**config.mk**
```make
export PLATFORM = sky130hd
export DESIGN_NAME = edge_event_arbiter
export DESIGN_NICKNAME = d
export VERILOG_FILES = /design/src/rtl/edge_event_arbiter.sv
export SDC_FILE = /design/constraint.sdc
export NUM_CORES = 1
export LEC_CHECK = 0
export CORE_MARGIN = 10
export CORE_UTILIZATION = 50
export CTS_BUF_LIST = sky130_fd_sc_hd__clkbuf_8 sky130_fd_sc_hd__clkbuf_16
export DETAILED_ROUTE_END_ITERATION = 16
export PLACE_DENSITY = 0.71
export RECOVER_POWER = 100
export SKIP_CTS_REPAIR_TIMING = 1
export SLEW_MARGIN = 20
export SYNTH_ARGS = -nofsm -noshare
export SYNTH_HDL_FRONTEND = slang
export SYNTH_SLANG_ARGS = --single-unit
```
**constraint.sdc**
```tcl
create_clock -name CLK -period 4.5 [get_ports CLK]
set_clock_uncertainty 0.05 [all_clocks]
set_input_delay 0.45 -clock CLK [delete_from_list [all_inputs] [get_ports CLK]]
set_output_delay 0.45 -clock CLK [all_outputs]
set_load 0.01 [all_outputs]
```
**src/rtl/edge_event_arbiter.sv**
```systemverilog
// Edge event arbiter: detects rising/falling edges on NUM_CH synchronous level
// inputs, queues each as a pending request, and offers them one at a time on a
// shared valid/ready port using round-robin arbitration.
//
// Ports:
//   CLK        clock
//   RSTN       synchronous reset, active low
//   SAMPLE_IN  level inputs, already synchronous to CLK
//   RISE_EN    per-channel rising-edge enable
//   FALL_EN    per-channel falling-edge enable
//   EVT_VALID  event offered
//   EVT_READY  consumer accepts event
//   EVT_ID     channel index of offered event
//   EVT_RISE   1 = rising edge, 0 = falling edge
//   OVF        sticky per-channel overflow flags
//   OVF_CLR    per-channel overflow clear pulse
module edge_event_arbiter #(
    parameter int unsigned NUM_CH   = 4,
    parameter int unsigned ID_WIDTH = 2
) (
    input  logic                CLK,
    input  logic                RSTN,
    input  logic [NUM_CH-1:0]   SAMPLE_IN,
    input  logic [NUM_CH-1:0]   RISE_EN,
    input  logic [NUM_CH-1:0]   FALL_EN,
    output logic                EVT_VALID,
    input  logic                EVT_READY,
    output logic [ID_WIDTH-1:0] EVT_ID,
    output logic                EVT_RISE,
    output logic [NUM_CH-1:0]   OVF,
    input  logic [NUM_CH-1:0]   OVF_CLR
);

    localparam int unsigned REQ   = 2 * NUM_CH;
    localparam int unsigned PTR_W = $clog2(REQ);

    typedef enum logic {
        IDLE  = 1'b0,
        OFFER = 1'b1
    } state_t;

    state_t              state_q, state_d;
    logic [NUM_CH-1:0]   fol_old_q, fol_new_q;
    logic [NUM_CH-1:0]   rise_c, fall_c;
    logic [REQ-1:0]      en_mask_c, req_set_c, grant_c;
    logic [REQ-1:0]      pend_q, pend_d;
    logic [NUM_CH-1:0]   ovf_set_c, ovf_d;
    logic [PTR_W-1:0]    ptr_q, ptr_d, sel_c;
    logic                found_c;
    logic [31:0]         scan_idx_c;
    logic                valid_d;
    logic [ID_WIDTH-1:0] id_d;
    logic                rise_d;

    // Edge detection straight from the {old,new} follower pair
    assign rise_c = ~fol_old_q &  fol_new_q;
    assign fall_c =  fol_old_q & ~fol_new_q;

    // Requester r = 2*ch + (rise ? 0 : 1); overflow when an edge hits a still-pending, ungranted bit
    for (genvar g = 0; g < NUM_CH; g++) begin : g_ch
        assign en_mask_c[2*g]     = RISE_EN[g];
        assign en_mask_c[2*g+1]   = FALL_EN[g];
        assign req_set_c[2*g]     = rise_c[g] & RISE_EN[g];
        assign req_set_c[2*g+1]   = fall_c[g] & FALL_EN[g];
        assign ovf_set_c[g]       = |(req_set_c[2*g+1:2*g] & pend_q[2*g+1:2*g] & ~grant_c[2*g+1:2*g]);
    end

    // A new edge in the grant cycle re-arms the bit; a dropped enable wipes it
    assign pend_d = en_mask_c & ((pend_q & ~grant_c) | req_set_c);

    // Set wins over clear in the same cycle
    assign ovf_d  = (OVF & ~OVF_CLR) | ovf_set_c;

    // Round-robin scan: first pending requester at or above ptr, wrapping
    always_comb begin
        found_c    = 1'b0;
        sel_c      = '0;
        scan_idx_c = '0;
        for (int unsigned i = 0; i < REQ; i++) begin
            scan_idx_c = 32'(ptr_q) + i;
            if (scan_idx_c >= REQ) begin
                scan_idx_c = scan_idx_c - REQ;
            end
            if (!found_c && pend_q[scan_idx_c[PTR_W-1:0]]) begin
                found_c = 1'b1;
                sel_c   = scan_idx_c[PTR_W-1:0];
            end
        end
    end

    // Next-state and registered-output logic
    always_comb begin
        state_d = state_q;
        valid_d = EVT_VALID;
        id_d    = EVT_ID;
        rise_d  = EVT_RISE;
        ptr_d   = ptr_q;
        grant_c = '0;
        case (state_q)
            IDLE: begin
                if (found_c) begin
                    grant_c[sel_c] = 1'b1;
                    valid_d        = 1'b1;
                    id_d           = ID_WIDTH'(sel_c >> 1);
                    rise_d         = ~sel_c[0];
                    ptr_d          = (32'(sel_c) == REQ - 1) ? '0 : sel_c + PTR_W'(1);
                    state_d        = OFFER;
                end
            end
            OFFER: begin
                if (EVT_READY) begin
                    valid_d = 1'b0;
                    state_d = IDLE;
                end
            end
            default: state_d = IDLE;
        endcase
    end

    // FSM state, pointer and event port registers
    always_ff @(posedge CLK) begin
        if (!RSTN) begin
            state_q   <= IDLE;
            ptr_q     <= '0;
            EVT_VALID <= 1'b0;
            EVT_ID    <= '0;
            EVT_RISE  <= 1'b0;
        end else begin
            state_q   <= state_d;
            ptr_q     <= ptr_d;
            EVT_VALID <= valid_d;
            EVT_ID    <= id_d;
            EVT_RISE  <= rise_d;
        end
    end

    // Followers, pending bits and overflow flags
    always_ff @(posedge CLK) begin
        if (!RSTN) begin
            fol_old_q <= '0;
            fol_new_q <= '0;
            pend_q    <= '0;
            OVF       <= '0;
        end else begin
            fol_old_q <= fol_new_q;
            fol_new_q <= SAMPLE_IN;
            pend_q    <= pend_d;
            OVF       <= ovf_d;
        end
    end

endmodule

```
======== After elaboration in Yosys (flattened, before gate mapping) ========
Index checks and enable logic that the tools add are counted.
cells by class
  $add $sub $neg .......................... 16
  multipliers ............................. 0
  reductions and logical operators ........ 21
  shift operators ......................... 0
  muxes and demuxes ....................... 51
  $lt $le $gt $ge ......................... 18
  equality and inequality tests ........... 3
  div/mod/pow operators ................... 0
  bitwise gates (word level) .............. 33
operators with widths
  kind                                                                    number
  3-bit 2-to-1 mux                                                        17
  3-bit by 4-bit < comparator with 1-bit output (second input constant)   9
  4-bit >= comparator (second input constant)                             7
  1-bit binary-select mux with 3-bit select                               8
  3-bit by 1-bit subtractor with 3-bit output (second input constant)     8
  1-bit 2-to-1 mux                                                        21
  3-bit by 3-bit adder with 4-bit output (second input constant)          4
  2-bit bitwise AND                                                       8
  8-bit bitwise AND                                                       2
  8-bit 2-to-1 mux                                                        2
  4-bit bitwise AND                                                       3
  4-bit NOT                                                               3
  3-bit by 2-bit adder with 4-bit output (second input constant)          2
  1-bit bitwise AND                                                       8
  1-bit logical AND                                                       8
  2-bit NOT                                                               4
  8-bit NOT                                                               1
  8-bit bitwise OR                                                        1
  2-bit OR reduction                                                      4
  1-bit zero test                                                         7
  3-bit by 1-bit adder with 4-bit output (second input constant)          1
  3-bit by 4-bit >= comparator with 1-bit output (second input constant)  1
  2-bit inequality test (second input constant)                           2
  4-bit bitwise OR                                                        1
  other kinds (7)                                                         10
word-level totals
  bits in latches ......................... 0
  register bits after elaboration ......... 28
  output and inout bits ................... 8
  bits of input ports ..................... 19
  bits in writable memories ............... 0
  memories kept ........................... 0
  bits in read-only memories .............. 0

======== Logic depth before layout (Yosys ltp) ========
Gate-level depths: netlist of run 1.
  depth in word-level cells ............... 36
  depth in mapped cells ................... 16
  gate-level depth less buffers ........... 12

======== Worst setup path after synthesis of run 1 ========
OpenSTA, ideal clock, no wires.
  kind .................................... flip-flop to flip-flop
  start ................................... reg ptr_q[1]
  end ..................................... reg pend_q[2]
  buffers on the path ..................... 3
  setup time .............................. 115 ps
  slack ................................... 1196 ps
  required time ........................... 4335 ps
  arrival ................................. 3138 ps
  clock period less this slack ............ 3304 ps
  cell stages (with the launch flop) ...... 14
  cells stage by stage .................... dfxtp_1 -> buf_2 -> inv_1 -> ha_1 -> buf_6 -> mux2_1 -> mux4_2 -> nor4b_4 -> and3_1 -> a211o_1 -> buf_6 -> nor4b_2 -> o22ai_1 -> and3_1
between the ends
  longest elaborated chain between the ends .. 36
RTL lines
  item                                                                                             RTL line  source
  start: declaration                                                                               48        logic [PTR_W-1:0] ptr_q, ptr_d, sel_c;
  start signal: assignment                                                                         130       ptr_q <= ptr_d;
  parallel branches: the longest is 30 deep, another holds 3-bit by 1-bit adder with 4-bit output  -
  8-bit 2-to-1 mux *                                                                               101       if (found_c) begin
  8-bit 2-to-1 mux *                                                                               99        case (state_q)
  8-bit NOT *                                                                                      69        assign pend_d = en_mask_c & ((pend_q & ~grant_c) | req_set_c);
  8-bit bitwise AND *                                                                              69
  8-bit bitwise OR *                                                                               69
  8-bit bitwise AND *                                                                              69
  end signal: assignment                                                                           147       pend_q <= pend_d;
  end: declaration                                                                                 46        logic [REQ-1:0] pend_q, pend_d;
Mark *: on every way between the ends. The select of a mux whose other input is x is not followed.
A chain may end at the register's enable or synchronous reset.

======== Worst setup path in the final report of run 1 ========
  start ................................... reg ptr_q[1]
  end ..................................... reg OVF[2]
between the ends
  longest elaborated chain between the ends .. 36
RTL lines
  item                                                                                             RTL line  source
  parallel branches: the longest is 30 deep, another holds 3-bit by 1-bit adder with 4-bit output  -
  8-bit 2-to-1 mux *                                                                               101
  8-bit 2-to-1 mux *                                                                               99
  2-bit NOT *                                                                                      65        assign ovf_set_c[g] = |(req_set_c[2*g+1:2*g] & pend_q[2*g+1:2*g] & ~grant_c[2*g+1:2*g]);
  2-bit bitwise AND *                                                                              65
  2-bit OR reduction *                                                                             65
  4-bit bitwise OR *                                                                               72        assign ovf_d = (OVF & ~OVF_CLR) | ovf_set_c;
  end signal: assignment                                                                           148       OVF <= ovf_d;
  end: declaration                                                                                 30        output logic [NUM_CH-1:0] OVF,
Marks and branches as above.

==> out/qor.txt, run 1 <==
FLOORPLAN
------------------------------------------------------------------------------------
DIE HEIGHT                                                                   87.7 um
Number of I/O pins                                                                27
Die Outline Area                                                            7700 um2
Initial Util                                                                   52.3%
Overall die width                                                            87.7 um
Cell row count                                                                    24
Area inside the core boundary                                               4380 um2

CLOCKING
------------------------------------------------------------------------------------
Max Root-Sink Buffers                                                              2
CTS Buf Count                                                                      3
Buffer type at the clock tree root                                      sky130_fd_sc_hd__clkbuf_8
CTS tree                                                                       built
Clock slew seen by the registers of the worst setup and hold paths           0.10 ns
Sink Count                                                                        28
CTS H-tree lvls                                                                    1
Clock latency reported for the late side of the worst-skew pair              0.28 ns

STA
------------------------------------------------------------------------------------
Worst slack on hold paths                                                   0.429 ns
Setup TNS                                                                       0 ns
Share of the cycle needed by the critical path after routing                   86.3%
Final critical-path required period                                          3.89 ns
RSZ-0062 raised after global routing                                           false
Final slew viol count                                                              0
Final count of hold timing violations                                              0
Highest clock rate                                                         0.257 GHz
Final number of setup-violating endpoints                                          0
Slew at the pin closest to its max-slew limit                               0.857 ns
Slew headroom                                                                  42.7%

DETAILED ROUTING
------------------------------------------------------------------------------------
Pre-Repair DR Iteration Count                                                      8
Antenna viol nets, final                                                           0
Number of DRC markers after the initial detailed-route iteration                 138
Average wire per standard cell                                               17.0 um
Number of vias per cell                                                         6.17
Vias post-DR                                                                    1930
Overall routed net length                                                    5.33 mm
DRC errors left                                                                    0

FINAL LAYOUT
------------------------------------------------------------------------------------
Final instance area                                                         2590 um2
Layout cell share with drive strength beyond 1                                 14.9%
Number of nets at the end of the flow                                            284
Number of diodes                                                                   0
Synth-to-Final Area Change                                                     13.1%
Non-filler cells in the finished layout                                          313

WORST SETUP PATH
------------------------------------------------------------------------------------
Worst setup slack for register-to-register paths                             0.61 ns
Maximum fanout along the worst path                                               16
Slowest library cell on the worst path                                  sky130_fd_sc_hd__ha_1
Critical path's largest stage delay                                          0.74 ns
Bufs and invs on worst path                                                        1
Worst Path Arrival                                                           4.04 ns
Endpoint class of the critical path                                        flip-flop
Gate family responsible for the most delay along the worst path         compound AO/OA/AOI/OAI gates
Critical path data required time                                             4.66 ns
Worst path cell trace                                                   inv_1 > ha_1 > mux4_2 > a21o_1 > nor4b_4 > nand3_1 > o21bai_1 > o41ai_1 > or3_1 > o211ai_1
Category of the critical setup timing path                              flip-flop to flip-flop
Worst setup SP type                                                        flip-flop

SYNTH
------------------------------------------------------------------------------------
Synthesis warning total                                                            0
Proportion of synthesized flip-flops having asynchronous set or reset             0%
Mapped Area                                                                 2290 um2
Synth unique cells                                                                71
Number of enable-type register cells in the synthesized netlist                    0
Area share of the largest cell type after synthesis                            24.4%
Post-synth top flop                                                     sky130_fd_sc_hd__dfxtp_1
Post-Syn Nets                                                                    260
Area contributors post-synth                                            sky130_fd_sc_hd__dfxtp_1, sky130_fd_sc_hd__mux4_2, sky130_fd_sc_hd__mux2i_1, sky130_fd_sc_hd__nand2_1, sky130_fd_sc_hd__buf_6
Synth Register Bits                                                               28
Mean Syn Cell Area                                                          9.64 um2
Sequential area share after synthesis                                          24.4%
Synthesized instance count                                                       238
Biggest area consumer among synthesized cells                           sky130_fd_sc_hd__dfxtp_1

GLOBAL ROUTING
------------------------------------------------------------------------------------
Antenna violations before repair                                                   0
Maximum number of pins on one net before global-route repair                      30
Wire length of the first global-routing pass                                 9.39 mm
GR Overflow Total                                                                  0
Overall fraction of global-route tracks in use                                 14.4%
Via count of the first global-routing pass                                      1995

PLACED DESIGN
------------------------------------------------------------------------------------
Dpl cells                                                                        309
Routability cong.                                                              0.966
Area after DPL                                                              2570 um2
Number of buffer cells added on primary ports                                     26
Placed wire-length estimate                                                  4.12 mm

PWR
------------------------------------------------------------------------------------
Total power divided by cell area                                          502 nW/um2
Overall power after layout                                                   1300 uW
Leakage power                                                            0.000962 uW
Worst VDD drop                                                            0.000304 V

MIN PATH
------------------------------------------------------------------------------------
Path category of the worst min-delay check                              flip-flop to flip-flop

RUN
------------------------------------------------------------------------------------
Max capacitance violation total                                                    0

RUN STATUS
------------------------------------------------------------------------------------
Status                                                                     completed

state kept, by name, summed over array words and instances (netlist names):
register   count
fol_old_q      4
OVF            4
EVT_RISE       1
pend_q         8
EVT_VALID      1
EVT_ID         2
state_q        1
ptr_q          3
fol_new_q      4
area by class of cell:
| cell class | count | area, um2 |
|---|---|---|
| Clock buffer | 3 | 41.3 |
| Fill cell | 400 | 1790 |
| Tap cell | 52 | 65.1 |
| Multi-Input combinational cell | 188 | 1560 |
| Timing Repair Buffer | 31 | 298 |
| Clock inverter | 1 | 30.0 |
| Inverter | 10 | 37.5 |
| Sequential cell | 28 | 561 |
through the flow:
stage | setup WS, ns | util, %
2_1_floorplan | 1.20 | -
3_3_place_gp | 0.854 | 58.6
3_5_place_dp | 0.745 | 58.6
4_1_cts | 0.731 | 60.3
5_1_grt | 0.306 | 59.2
6_report | 0.614 | 59.2
report_power, final:
part	switching (uW)	total (uW)	internal (uW)
Combinational	438	782	344
Clock	78.5	198	119
Sequential	41.2	323	282
Total	558	1300	745
layer usage:
metal	GRT usage [%]	wire (um)	up-vias
li1	-	-	944
met1	18.6	2470	935
met2	23.9	2550	42
met3	2.60	235	9
met4	4.06	74	0
met5	0	0	-
path summary, 6_finish.rpt:
check                           endpoint                   start  cells past startpoint
setup / recovery       OVF[2]$_SDFF_PN0_   ptr_q[1]$_SDFFE_PN0P_                     10
hold / removal    EVT_VALID$_SDFFE_PN0P_  EVT_VALID$_SDFFE_PN0P_                      2
setup reg to reg       OVF[2]$_SDFF_PN0_   ptr_q[1]$_SDFFE_PN0P_                     10
hold reg to reg   EVT_VALID$_SDFFE_PN0P_  EVT_VALID$_SDFFE_PN0P_                      2
cells in the final DEF (no fill, tap or decap), drive strengths merged, types with 3 or more instances in the layout:
cell type,count
nor2,9
nand3,8
a221oi,3
clkdlybuf4s50,17
dlygate4sd3,9
mux2i,14
mux2,7
mux4,10
or2,3
clkbuf,3
o21ai,10
inv,10
dfxtp,28
nand2,31
ha,3
a31oi,3
nand2b,7
o211ai,3
and2,8
o221ai,4
a21boi,4
a21oi,9
buf,5
and3,3
nor2b,5
o22ai,4
cell usage after synthesis (4+ instances only):
library cell	count
sky130_fd_sc_hd__a21oi_1	8
sky130_fd_sc_hd__nand2_1	31
sky130_fd_sc_hd__nor2_1	9
sky130_fd_sc_hd__buf_6	5
sky130_fd_sc_hd__mux4_2	10
sky130_fd_sc_hd__dfxtp_1	28
sky130_fd_sc_hd__inv_1	10
sky130_fd_sc_hd__mux2i_1	12
sky130_fd_sc_hd__o21ai_1	6
sky130_fd_sc_hd__nor2b_1	5
sky130_fd_sc_hd__clkbuf_1	5
sky130_fd_sc_hd__and2_1	8
sky130_fd_sc_hd__nand3_1	7
sky130_fd_sc_hd__a21boi_0	4
sky130_fd_sc_hd__mux2_2	4
sky130_fd_sc_hd__nand2b_1	7
worst register-to-register path, cell delays in order (launching register included):
cell                       delay (ns)
sky130_fd_sc_hd__dfxtp_1         0.34
sky130_fd_sc_hd__inv_1           0.09
sky130_fd_sc_hd__ha_1            0.74
sky130_fd_sc_hd__mux4_2          0.67
sky130_fd_sc_hd__a21o_1          0.27
sky130_fd_sc_hd__nor4b_4         0.32
sky130_fd_sc_hd__nand3_1         0.21
sky130_fd_sc_hd__o21bai_1        0.49
sky130_fd_sc_hd__o41ai_1         0.18
sky130_fd_sc_hd__or3_1           0.37
sky130_fd_sc_hd__o211ai_1        0.08
cell families after synthesis:
family / count (synthesis) / share of synthesized area, %
AO/OA/AOI/OAI: 64 / 23.5
multiplexers: 31 / 20.5
flip-flops: 28 / 24.4
AND/OR/NAND/NOR: 87 / 21.9
buffers and inverters: 22 / 5.35
XOR/XNOR: 3 / 2.78
adder cells (fa/ha/maj): 3 / 1.64
No activity file was read; power rests on OpenSTA's default activity.
==> run 2: changes to the inputs <==
CELL_PAD_IN_SITES_DETAIL_PLACEMENT = 0   (was unset)
CELL_PAD_IN_SITES_GLOBAL_PLACEMENT = 1   (was unset)
CORE_UTILIZATION = 44   (was 50)
PLACE_DENSITY = 0.79   (was 0.71)
==> run 2 against run 1 <==
Critical path type unchanged. Sequential share of layout area hardly changed. Die area is 10% higher. Non-clock buffer count is 2 lower. Count of clock-buffer cells in the layout is 1 higher. First-iteration DRC count is 9.4% higher. Sequential power is 1% higher. Sequential cell count stayed put. Clock power is 21% lower. Global-route usage is 1.0 points lower. Highest routed layer unchanged. Cell area hardly changed. Combinational power hardly changed. Routed wire length is 3.8% higher.
==> out/qor.txt, run 2 (synthesized netlist as in run 1, its figures left out) <==
RUN
---------------------------------------------------------------------------------
Max capacitance violation total                                                 0   unchanged

WORST SETUP PATH
---------------------------------------------------------------------------------
Worst path cell trace                                                inv_1 > ha_1 > mux4_2 > mux2_2 > o21ai_0 > o21a_1 > a32oi_2 > nor4_2 > nand3_1 > a22o_1 > o2bb2ai_1   was inv_1 > ha_1 > mux4_2 > a21o_1 > nor4b_4 > nand3_1 > o21bai_1 > o41ai_1 > or3_1 > o211ai_1
Endpoint class of the critical path                                     flip-flop   unchanged
Bufs and invs on worst path                                                     1   unchanged
Worst setup startpoint                                               ptr_q[1]$_SDFFE_PN0P_   unchanged
Endpoint of the most critical register-to-register path              OVF[3]$_SDFF_PN0_   was OVF[2]$_SDFF_PN0_
Worst Path Arrival                                                        4.07 ns   was 4.04 ns
Maximum fanout along the worst path                                            16   unchanged
Worst setup slack for register-to-register paths                          0.55 ns   was 0.61 ns
Slowest library cell on the worst path                               sky130_fd_sc_hd__ha_1   unchanged
Category of the critical setup timing path                           flip-flop to flip-flop   unchanged
Critical path's largest stage delay                                       0.72 ns   was 0.74 ns
Gate family responsible for the most delay along the worst path      multiplexers   was compound AO/OA/AOI/OAI gates
Critical path data required time                                          4.62 ns   was 4.66 ns
FF-to-FF path depth                                                            11   was 10
Worst setup SP type                                                     flip-flop   unchanged
Worst reg2reg startpoint                                             ptr_q[1]$_SDFFE_PN0P_   unchanged

FLOORPLAN
---------------------------------------------------------------------------------
Cell row count                                                                 26   was 24
Area inside the core boundary                                            5070 um2   was 4380 um2
Overall die width                                                         92.2 um   was 87.7 um
Number of I/O pins                                                             27   unchanged
Initial Util                                                                45.2%   was 52.3%
Die Outline Area                                                         8500 um2   was 7700 um2
DIE HEIGHT                                                                92.2 um   was 87.7 um

STA
---------------------------------------------------------------------------------
Share of the cycle needed by the critical path after routing                87.7%   was 86.3%
Slew headroom                                                               39.9%   was 42.7%
Final critical-path required period                                       3.95 ns   was 3.89 ns
Final count of hold timing violations                                           0   unchanged
Highest clock rate                                                      0.253 GHz   was 0.257 GHz
Setup TNS                                                                    0 ns   unchanged
RSZ-0062 raised after global routing                                        false   unchanged
Worst slack on hold paths                                                0.422 ns   was 0.429 ns
Final number of setup-violating endpoints                                       0   unchanged
Final slew viol count                                                           0   unchanged
Slew at the pin closest to its max-slew limit                            0.899 ns   was 0.857 ns

DETAILED ROUTING
---------------------------------------------------------------------------------
Vias post-DR                                                                 1928   was 1930
Overall routed net length                                                 5.53 mm   was 5.33 mm
Number of DRC markers after the initial detailed-route iteration              151   was 138
Number of vias per cell                                                      5.86   was 6.17
Pre-Repair DR Iteration Count                                                   4   was 8
DRC errors left                                                                 0   unchanged
Antenna viol nets, final                                                        0   unchanged
Average wire per standard cell                                            16.8 um   was 17.0 um

PWR
---------------------------------------------------------------------------------
Share of total power in sequential cells                                    25.9%   was 24.8%
Total power divided by cell area                                       486 nW/um2   was 502 nW/um2
Leakage power                                                         0.000953 uW   was 0.000962 uW
Clock power frac                                                            12.4%   was 15.2%
Int Power                                                                  697 uW   was 745 uW
Logic gate share of total power                                             61.8%   was 60.0%
Worst VDD drop                                                         0.000228 V   was 0.000304 V
Switching part of the total power                                           44.8%   was 42.8%
Net switching component of the power                                       566 uW   was 558 uW

PLACED DESIGN
---------------------------------------------------------------------------------
Dpl cells                                                                     325   was 309
Number of buffer cells added on primary ports                                  26   unchanged
Placed wire-length estimate                                               4.27 mm   was 4.12 mm
Routability cong.                                                           0.910   was 0.966

MIN PATH
---------------------------------------------------------------------------------
Startpoint of the most critical hold path                            EVT_VALID$_SDFFE_PN0P_   unchanged
Worst Hold End                                                       EVT_VALID$_SDFFE_PN0P_   unchanged
Path category of the worst min-delay check                           flip-flop to flip-flop   unchanged
Count of cells along the worst hold path                                        2   unchanged

FINAL LAYOUT
---------------------------------------------------------------------------------
Number of diodes                                                                0   unchanged
Synth-to-Final Area Change                                                  13.1%   about the same
Largest register by flop count                                             pend_q   unchanged
Most common cell after layout, fill and taps aside                   sky130_fd_sc_hd__nand2_1   unchanged
Largest register FFs                                                            8   unchanged
Core occupancy in the finished layout                                       51.1%   was 59.2%
Number of nets at the end of the flow                                         282   was 284
Non-filler cells in the finished layout                                       329   was 313
Most frequent cells in the layout                                    sky130_fd_sc_hd__nand2_1, sky130_fd_sc_hd__dfxtp_1, sky130_fd_sc_hd__clkdlybuf4s50_1, sky130_fd_sc_hd__mux2i_1   unchanged
Count of filler cells inserted in the layout                                  491   was 400
Layout cell share with drive strength beyond 1                              15.1%   was 14.9%

GLOBAL ROUTING
---------------------------------------------------------------------------------
GR Overflow Total                                                               0   unchanged
Antenna violations before repair                                                0   unchanged
Overall fraction of global-route tracks in use                              13.4%   was 14.4%
Via count of the first global-routing pass                                   1877   was 1995
Wire length of the first global-routing pass                              9.49 mm   was 9.39 mm
Maximum number of pins on one net before global-route repair                   30   unchanged

CLOCKING
---------------------------------------------------------------------------------
Sink Count                                                                     28   unchanged
CTS H-tree lvls                                                                 1   unchanged
Clock slew seen by the registers of the worst setup and hold paths        0.09 ns   was 0.10 ns
Clock latency reported for the late side of the worst-skew pair           0.27 ns   was 0.28 ns
CTS tree                                                                    built   unchanged
Max Root-Sink Buffers                                                           2   unchanged
CTS Buf Count                                                                   3   unchanged
Buffer type at the clock tree root                                   sky130_fd_sc_hd__clkbuf_8   unchanged

RUN STATUS
---------------------------------------------------------------------------------
Status                                                                  completed   unchanged

-- run 2: power groups by stage --
stage                     Sequential [uW]  Clock, uW  Combinational [uW]
after floorplan                       320          0                 699
after global placement                334          0                 823
after detailed placement              335          0                 826
after CTS                             329        162                 830
after global routing                  333        171                 858
final                                 327        156                 780
-- run 2: worst max path at each step --
stage	to	depth (start not counted)
after floorplan	pend_q[2]$_SDFF_PN0_	13
after detailed placement	pend_q[2]$_SDFF_PN0_	10
after global routing	OVF[2]$_SDFF_PN0_	11
after global placement	pend_q[2]$_SDFF_PN0_	10
after CTS	pend_q[2]$_SDFF_PN0_	10
final	OVF[3]$_SDFF_PN0_	11
-- run 2: final cells by class --
type | count | area [um2] | area share [%]
clock buffers | 4 | 55.1 | 2.12
repair buffers | 29 | 283 | 10.9
inverters | 10 | 37.5 | 1.45
well taps | 70 | 87.6 | 3.38
flip-flops and latches | 28 | 561 | 21.6
multi-input cells | 188 | 1570 | 60.6
-- run 2: metrics by stage --
stage	setup slack (ns)	area, um2	power, uW
final	0.555	2590	1260
after global routing	0.241	2590	1360
after CTS	0.737	2630	1320
after detailed placement	0.745	2580	1160
after global placement	0.830	2580	1160
after floorplan	1.20	2290	1020
-- run 2: tightest hold or removal path: stages (launching register included) --
cell	delay [ns]
sky130_fd_sc_hd__dfxtp_1	0.32
sky130_fd_sc_hd__nand2_1	0.04
sky130_fd_sc_hd__a21boi_0	0.07
-- run 2: layer usage --
metal	vias to the layer above	GRT usage, %	wire [um]
li1	948	-	-
met2	53	22.2	2710
met1	916	16.9	2430
met4	0	5.40	134
met5	-	0	0
met3	11	1.96	254
==> run 3: changes to the inputs <==
clock period = 3.95 ns   (was 4.5 ns; I/O delays follow)
==> run 3 against run 2 <==
Largest power group unchanged. Total power up 21%. Fmax up 7.3%. Hold slack worse by 0.0034 ns. Utilization up 1.2 points. Non-clock buffer count up 3.
==> out/qor.txt, run 3 (synthesized netlist as in run 1, its figures left out) <==
FINAL LAYOUT
---------------------------------------------------------------------------------
Footprint of the multi-input gates                                       1590 um2   was 1570 um2
Count of filler cells inserted in the layout                                  509   was 491
Sequential cell area in the final layout                                  561 um2   unchanged
Final instance area                                                      2650 um2   was 2590 um2
Layout cell share with drive strength beyond 1                              16.8%   was 15.1%
Synth-to-Final Area Change                                                  15.7%   was 13.1%
Number of diodes                                                                0   unchanged
Largest register by flop count                                             pend_q   unchanged
Non-filler cells in the finished layout                                       332   was 329
Largest register FFs                                                            8   unchanged
Most common cell after layout, fill and taps aside                   sky130_fd_sc_hd__nand2_1   unchanged
Most frequent cells in the layout                                    sky130_fd_sc_hd__nand2_1, sky130_fd_sc_hd__dfxtp_1, sky130_fd_sc_hd__clkdlybuf4s50_1, sky130_fd_sc_hd__mux2i_1   unchanged
Number of nets at the end of the flow                                         285   was 282

WORST SETUP PATH
---------------------------------------------------------------------------------
Endpoint class of the critical path                                     flip-flop   unchanged
Critical path's largest stage delay                                       0.64 ns   was 0.72 ns
Maximum fanout along the worst path                                            12   was 16
Worst path cell trace                                                inv_1 > ha_1 > mux4_2 > mux2_2 > o21ai_0 > o21a_1 > a32oi_1 > nor4_4 > nand3_1 > a22o_1 > o2bb2ai_1   was inv_1 > ha_1 > mux4_2 > mux2_2 > o21ai_0 > o21a_1 > a32oi_2 > nor4_2 > nand3_1 > a22o_1 > o2bb2ai_1
Category of the critical setup timing path                           flip-flop to flip-flop   unchanged
Critical path data required time                                          4.07 ns   was 4.62 ns
Slowest library cell on the worst path                               sky130_fd_sc_hd__mux4_2   was sky130_fd_sc_hd__ha_1
Gate family responsible for the most delay along the worst path      multiplexers   unchanged
Worst setup SP type                                                     flip-flop   unchanged
Worst Path Arrival                                                        3.80 ns   was 4.07 ns
Bufs and invs on worst path                                                     1   unchanged

STA
---------------------------------------------------------------------------------
Slew at the pin closest to its max-slew limit                            0.895 ns   was 0.899 ns
Share of the cycle needed by the critical path after routing                93.1%   was 87.7%
Final critical-path required period                                       3.68 ns   was 3.95 ns
Final worst slack                                                        0.274 ns   was 0.555 ns
Slew headroom                                                               40.1%   was 39.9%
Setup TNS                                                                    0 ns   unchanged
Final slew viol count                                                           0   unchanged
Final number of setup-violating endpoints                                       0   unchanged
RSZ-0062 raised after global routing                                        false   unchanged
Highest clock rate                                                      0.272 GHz   was 0.253 GHz
Final count of hold timing violations                                           0   unchanged

GLOBAL ROUTING
---------------------------------------------------------------------------------
Via count of the first global-routing pass                                   1981   was 1877
Overall fraction of global-route tracks in use                              13.2%   was 13.4%
Wire length of the first global-routing pass                              9.49 mm   unchanged
GR Overflow Total                                                               0   unchanged
Maximum number of pins on one net before global-route repair                   30   unchanged
Antenna violations before repair                                                0   unchanged

PLACED DESIGN
---------------------------------------------------------------------------------
Dpl cells                                                                     328   was 325
Routability cong.                                                           0.909   was 0.910
Placed wire-length estimate                                               4.30 mm   was 4.27 mm
Post-place setup slack                                                   0.327 ns   was 0.745 ns
Area after DPL                                                           2600 um2   was 2580 um2
Number of buffer cells added on primary ports                                  26   unchanged

FLOORPLAN
---------------------------------------------------------------------------------
Cell row count                                                                 26   unchanged
DIE HEIGHT                                                                92.2 um   unchanged
Area inside the core boundary                                            5070 um2   unchanged
Initial Util                                                                45.2%   unchanged
Die Outline Area                                                         8500 um2   unchanged
Overall die width                                                         92.2 um   unchanged
Number of I/O pins                                                             27   unchanged

MIN PATH
---------------------------------------------------------------------------------
Path category of the worst min-delay check                           flip-flop to flip-flop   unchanged

PWR
---------------------------------------------------------------------------------
Leakage power                                                         0.000978 uW   was 0.000953 uW
Worst VDD drop                                                         0.000359 V   was 0.000228 V
Total power divided by cell area                                       577 nW/um2   was 486 nW/um2

DETAILED ROUTING
---------------------------------------------------------------------------------
Number of DRC markers after the initial detailed-route iteration              110   was 151
Average wire per standard cell                                            16.4 um   was 16.8 um
DRC errors left                                                                 0   unchanged
Vias post-DR                                                                 1921   was 1928
Pre-Repair DR Iteration Count                                                   4   unchanged
Number of vias per cell                                                      5.79   was 5.86
Antenna viol nets, final                                                        0   unchanged
Overall routed net length                                                 5.45 mm   was 5.53 mm

RUN
---------------------------------------------------------------------------------
Max capacitance violation total                                                 0   unchanged

CLOCKING
---------------------------------------------------------------------------------
Clock slew seen by the registers of the worst setup and hold paths        0.09 ns   about the same
Clock latency reported for the late side of the worst-skew pair           0.27 ns   about the same
Max Root-Sink Buffers                                                           2   unchanged
Sink Count                                                                     28   unchanged
Buffer type at the clock tree root                                   sky130_fd_sc_hd__clkbuf_8   unchanged
CTS tree                                                                    built   unchanged
CTS H-tree lvls                                                                 1   unchanged
CTS Buf Count                                                                   3   unchanged

RUN STATUS
---------------------------------------------------------------------------------
Status                                                                  completed   unchanged

==> run 3: worst paths after layout <==
path | start | endpoint | slack (ns) | cells after the start
min | EVT_VALID$_SDFFE_PN0P_ | EVT_VALID$_SDFFE_PN0P_ | 0.42 | 2
min reg2reg | EVT_VALID$_SDFFE_PN0P_ | EVT_VALID$_SDFFE_PN0P_ | 0.42 | 2
max | ptr_q[1]$_SDFFE_PN0P_ | OVF[3]$_SDFF_PN0_ | 0.27 | 11
max reg2reg | ptr_q[1]$_SDFFE_PN0P_ | OVF[3]$_SDFF_PN0_ | 0.27 | 11
==> run 3: per-layer routing <==
layer	wire length, um	global-route usage [%]	vias up
met1	2430	16.0	920
met3	177	1.71	9
met5	0	0	-
met4	68	4.24	0
li1	-	-	947
met2	2770	23.5	45
==> run 3: final cells by class <==
type,count,area share (%)
tap,70,3.30
sequential,28,21.1
inverter,10,1.41
multi-input combinational,188,60.0
clock inverter,1,1.13
timing repair buffer,32,11.5
clock buffer,3,1.56
==> run 3: where the power goes <==
| part | switching, uW | internal [uW] |
|---|---|---|
| registers | 44.1 | 321 |
| logic | 538 | 407 |
| clock network | 86.2 | 136 |
| total | 668 | 863 |
==> run 3: per-stage QoR <==
step / utilization, % / hold slack (ns) / power (uW)
after floorplan: - / 0.386 / 1160
after global placement: 51.3 / 0.397 / 1340
after detailed placement: 51.3 / 0.399 / 1350
after CTS: 52.7 / 0.427 / 1580
after global routing: 52.3 / 0.434 / 1660
final: 52.3 / 0.419 / 1530
==> run 3: worst reg2reg max path, delay by kind of cell, from the launching register on <==
| family | cells | cell delay (ns) |
|---|---|---|
| muxes | 2 | 0.95 |
| AOI/OAI and AO/OA | 5 | 0.89 |
| buffers and inverters | 1 | 0.09 |
| adders and majority gates | 1 | 0.60 |
| and+or+nand+nor | 2 | 0.65 |
| DFF | 1 | 0.34 |
==> RTL change 1: new RTL, config.mk and constraints of run 3 <==
`NUM_CH`: 4 -> 8.
--- a/src/rtl/edge_event_arbiter.sv
+++ b/src/rtl/edge_event_arbiter.sv
@@ -17,3 +17,3 @@
 module edge_event_arbiter #(
-    parameter int unsigned NUM_CH   = 4,
+    parameter int unsigned NUM_CH   = 8,
     parameter int unsigned ID_WIDTH = 2
Interface: changed (5 resized); port bits go from 27 to 47. No check against the original RTL was run, so the function may have changed too.
==> RTL change 1 against run 3 <==
Routed wire length rose to 3.4 times the old value. Critical path type unchanged. The flow now finishes with violations (setup timing). Setup slack got worse by 0.40 ns. Area after synthesis rose by 110%. Total power rose to 4.2 times the old value. Cell area rose to 2.6 times the old value. Combinational power rose to 5.7 times the old value. Sequential cell count rose by 21.
==> RTL change 1: results <==
group,metric,value,unit
finish,bufAreaShareNonClock,0.2253,
finish,layout-drive-gt1-share,0.3914,
sta,fin_ws,-0.1239,ns
detailed_routing,routed_wl,18560,um
finish,fill_cells,928,
finish,largest_register_ffs,16,
finish,design.seq.count,49,
finish,register_area,988.4,um2
synth,synthMuxAreaShare,0.2499,
worst_setup_path,path_max_fanout,5,
finish,multi_input_gates,435,
power,p_int,3.287,mW
sta,setup_viol,12,
finish,clkbuf_count,6,
finish,buffers,183,
synth,ys_seq_area_frac,0.2022,
synth,synth_compound_area_frac,0.2339,
power,p_leak,2.773,nW
outcome,violations,"setup timing",
clocking,clk_pin_slew,0.11,ns
worst_setup_path,slowest_delay,0.62,ns
finish,clk_share,0.01619,
synth,avgSynthCellArea,8.884,um2
finish,area_growth,44.96,%
synth,synth_nets,592,
outcome,status,"complete, but fails checks",
placed_design,gp_congestion,0.9621,
placed_design,dpl_worst_slack,-0.4468,ns
clocking,cts_buffers,5,
synth,syn_area,4851,um2
synth,yosys-top-cells-area,"dfxtp_1 (20%), mux4_2 (13%), mux2i_1 (6.0%), a21oi_1 (3.5%), nand2_1 (3.1%)",
placed_design,dp_cells,809,
detailed_routing,drt_first_pass_iters,5,
synth,synth_common_cells,"dfxtp_1 (49), nand2_1 (40), a21oi_1 (34)",
synth,synthXorXnorAreaFrac,0.03224,
grt,grtUsageTotal,0.2159,
clocking,cts_max_level,2,
sta,setup-tns-final,-0.7042,ns
finish,inverters,20,
placed_design,dp_hpwl,13980,um
sta,timing.hold.ws,0.4459,ns
synth,synth_cell_types,78,
detailed_routing,wl_per_cell,22.23,um
finish,final_nets,740,
RTL change 1: changes by cell type in the layout (fill, tap and decap cells not counted), sizes merged, moves of 21 or more:
| cell | run 3 | this run |
|---|---|---|
| dfxtp | 28 | 49 |
| nor2 | 9 | 32 |
| mux4 | 10 | 33 |
| buf | 6 | 137 |
| a21oi | 9 | 34 |
RTL change 1: per-layer routing:
| layer | up-vias | GRT usage | wire length [um] |
|---|---|---|---|
| li1 | 2371 | - | - |
| met5 | - | 0 | 0 |
| met4 | 0 | 0.03659 | 425 |
| met1 | 2563 | 0.2687 | 7443 |
| met2 | 196 | 0.3928 | 9420 |
| met3 | 27 | 0.02662 | 1271 |
RTL change 1: power groups by stage:
stage	combinational, mW	sequential [mW]	clock (mW)
after floorplan	2.56	0.599	0
after global placement	4.23	0.615	0
after detailed placement	4.27	0.618	0
after CTS	4.31	0.606	0.379
after global routing	5.71	0.614	0.392
final	5.40	0.608	0.370
RTL change 1: path summary, 6_finish.rpt:
kind,startpoint,endpoint,cells after the start
worst max-delay path,ptr_q[1]$_SDFFE_PN0P_,OVF[3]$_SDFF_PN0_,16
worst min-delay path,fol_new_q[4]$_SDFF_PN0_,fol_old_q[4]$_SDFF_PN0_,1
worst max register to register,ptr_q[1]$_SDFFE_PN0P_,OVF[3]$_SDFF_PN0_,16
worst min register to register,fol_new_q[4]$_SDFF_PN0_,fol_old_q[4]$_SDFF_PN0_,1
RTL change 1: cell families (layout without fill, tap and decap cells):
| logic type | Yosys count | in the layout |
|---|---|---|
| adder cells (fa/ha/maj) | 11 | 11 |
| buffers and inverters | 63 | 211 |
| flip-flops | 49 | 49 |
| AO/OA/AOI/OAI | 153 | 153 |
| multiplexers | 76 | 77 |
| AND/OR/NAND/NOR | 177 | 177 |
| XOR/XNOR | 17 | 17 |
==> RTL change 2: new RTL, config.mk and constraints of run 3 <==
Without the edit above. Put one more register stage on the output `OVF`. The value now appears one clock later. The other outputs are not delayed to match.
--- a/src/rtl/edge_event_arbiter.sv
+++ b/src/rtl/edge_event_arbiter.sv
@@ -41,2 +41,4 @@
 
+    logic [NUM_CH-1:0] OVF_s0;
+
     state_t              state_q, state_d;
@@ -71,3 +73,3 @@
     // Set wins over clear in the same cycle
-    assign ovf_d  = (OVF & ~OVF_CLR) | ovf_set_c;
+    assign ovf_d  = (OVF_s0 & ~OVF_CLR) | ovf_set_c;
 
@@ -142,3 +144,3 @@
             pend_q    <= '0;
-            OVF       <= '0;
+            OVF_s0    <= '0;
         end else begin
@@ -147,4 +149,8 @@
             pend_q    <= pend_d;
-            OVF       <= ovf_d;
+            OVF_s0    <= ovf_d;
         end
+    end
+
+    always_ff @(posedge CLK) begin
+        OVF <= OVF_s0;
     end
Check against the original RTL: not equivalent (Yosys sat finds a counterexample within 10 cycles, from zero or initial values and one cycle with RSTN low).
==> RTL change 2 against run 3 <==
Cell area rose by 0.85%. First-iteration DRC count rose by 120%. Hold slack got worse by 0.11 ns. Area after synthesis fell by 3.5%. Routed wire length rose by 3.5%. Sequential share of layout area rose by 2.1 points. Critical path depth did not move. Count of clock-buffer cells in the layout rose by 3. Critical endpoint is now OVF_s0[0]$_SDFF_PN0_. Sequential cell count rose by 3. Final cell count rose by 0.30%. Total power rose by 27%. Setup slack got worse by 0.038 ns. Utilization rose by 3.6 points.
==> RTL change 2: results <==
group,metric,value,unit
synth,ys_seq_area_frac,0.2805,
placed_design,dp_hpwl,4312,um
worst_setup_path,path_max_fanout,10,
clocking,cts_max_level,2,
finish,fill_cells,424,
synth,synth_cell_types,60,
synth,synthCells,234,
power,swShare,0.4636,
power,vdd_ir_drop_max,0.0003563,V
power,p_leak,1.030,nW
outcome,status,"complete, no violations",
grt,grt_max_degree,24,
placed_design,place_area,2562,um2
detailed_routing,first_iter_violations,241,
detailed_routing,routed_wl,5637,um
placed_design,dp_cells,325,
sta,slew_headroom,0.5094,
detailed_routing,wl_per_cell,16.93,um
grt,grtUsageTotal,0.1351,
grt,grt_first_pass_wirelength,9556,um
synth,yosys-top-cells-area,"dfxtp_1 (28%), mux2i_1 (8.6%), mux4_2 (7.1%), nand2_1 (2.9%), a21oi_1 (2.7%)",
detailed_routing,dr_total_vias,2003,
placed_design,gp_congestion,0.8897,
finish,layout-drive-gt1-share,0.1429,
hold_path,hold_depth,0,
synth,synth_common_cells,"dfxtp_1 (31), mux2i_1 (19), nand2_1 (17)",
## RTL change 2: logic make-up after synthesis
kind of cell             after synthesis  share of synthesized area
adder cells (fa/ha/maj)                3                    0.01697
multiplexers                          31                     0.1980
XOR/XNOR                               6                    0.02376
buffers and inverters                 21                    0.04638
AND/OR/NAND/NOR                       71                     0.1838
AO/OA/AOI/OAI                         71                     0.2506
flip-flops                            31                     0.2805
## RTL change 2: per-layer routing
layer / share of wire / wire (um) / GRT usage
met1: 0.46 / 2597 / 0.1829
met3: 0.072 / 406 / 0.03159
met5: 0 / 0 / 0
met2: 0.45 / 2542 / 0.2025
met4: 0.016 / 90 / 0.05091
## RTL change 2: area by class of cell
cell class	instances	area (um2)	area share
Inverter	9	33.78	0.01262
Multi-Input combinational cell	182	1489	0.5563
Timing Repair Buffer	36	331.6	0.1239
Tap cell	67	83.83	0.03132
Sequential cell	31	620.6	0.2319
Clock buffer	6	82.58	0.03086
Clock inverter	2	35.03	0.01309
## RTL change 2: worst paths after layout
| path | endpoint | startpoint | slack (ns) |
|---|---|---|---|
| worst max-delay path | OVF_s0[0]$_SDFF_PN0_ | ptr_q[0]$_SDFFE_PN0P_ | 0.24 |
| worst min-delay path | OVF[2]$_DFF_P_ | OVF_s0[2]$_SDFF_PN0_ | 0.31 |
| worst max register to register | OVF_s0[0]$_SDFF_PN0_ | ptr_q[0]$_SDFFE_PN0P_ | 0.24 |
| worst min register to register | OVF[2]$_DFF_P_ | OVF_s0[2]$_SDFF_PN0_ | 0.31 |
## RTL change 2: per-stage QoR
| stage | total power [mW] | hold WS, ns |
|---|---|---|
| after floorplan | 1.316 | 0.2732 |
| after global placement | 1.622 | 0.2834 |
| after detailed placement | 1.625 | 0.2801 |
| after CTS | 1.948 | 0.3071 |
| after global routing | 2.070 | 0.3089 |
| final | 1.941 | 0.3070 |
## RTL change 2: power groups by stage
stage               Clock [mW]  Combinational, mW  Sequential (mW)
CTS                      0.328               1.23            0.389
finish                   0.323               1.23            0.390
floorplan                    0              0.931            0.386
global route             0.343               1.33            0.396
detailed placement           0               1.23            0.396
global placement             0               1.23            0.396
## RTL change 2: critical path, stage by stage (launching register included)
cell and delay, ns:
dfxtp_1 0.35, clkinv_1 0.09, ha_1 0.42, mux4_2 0.54
mux2i_1 0.20, a32o_1 0.33, and3b_1 0.26, o31ai_1 0.10
o22ai_2 0.44, inv_1 0.23, o31a_1 0.36, a211o_1 0.25
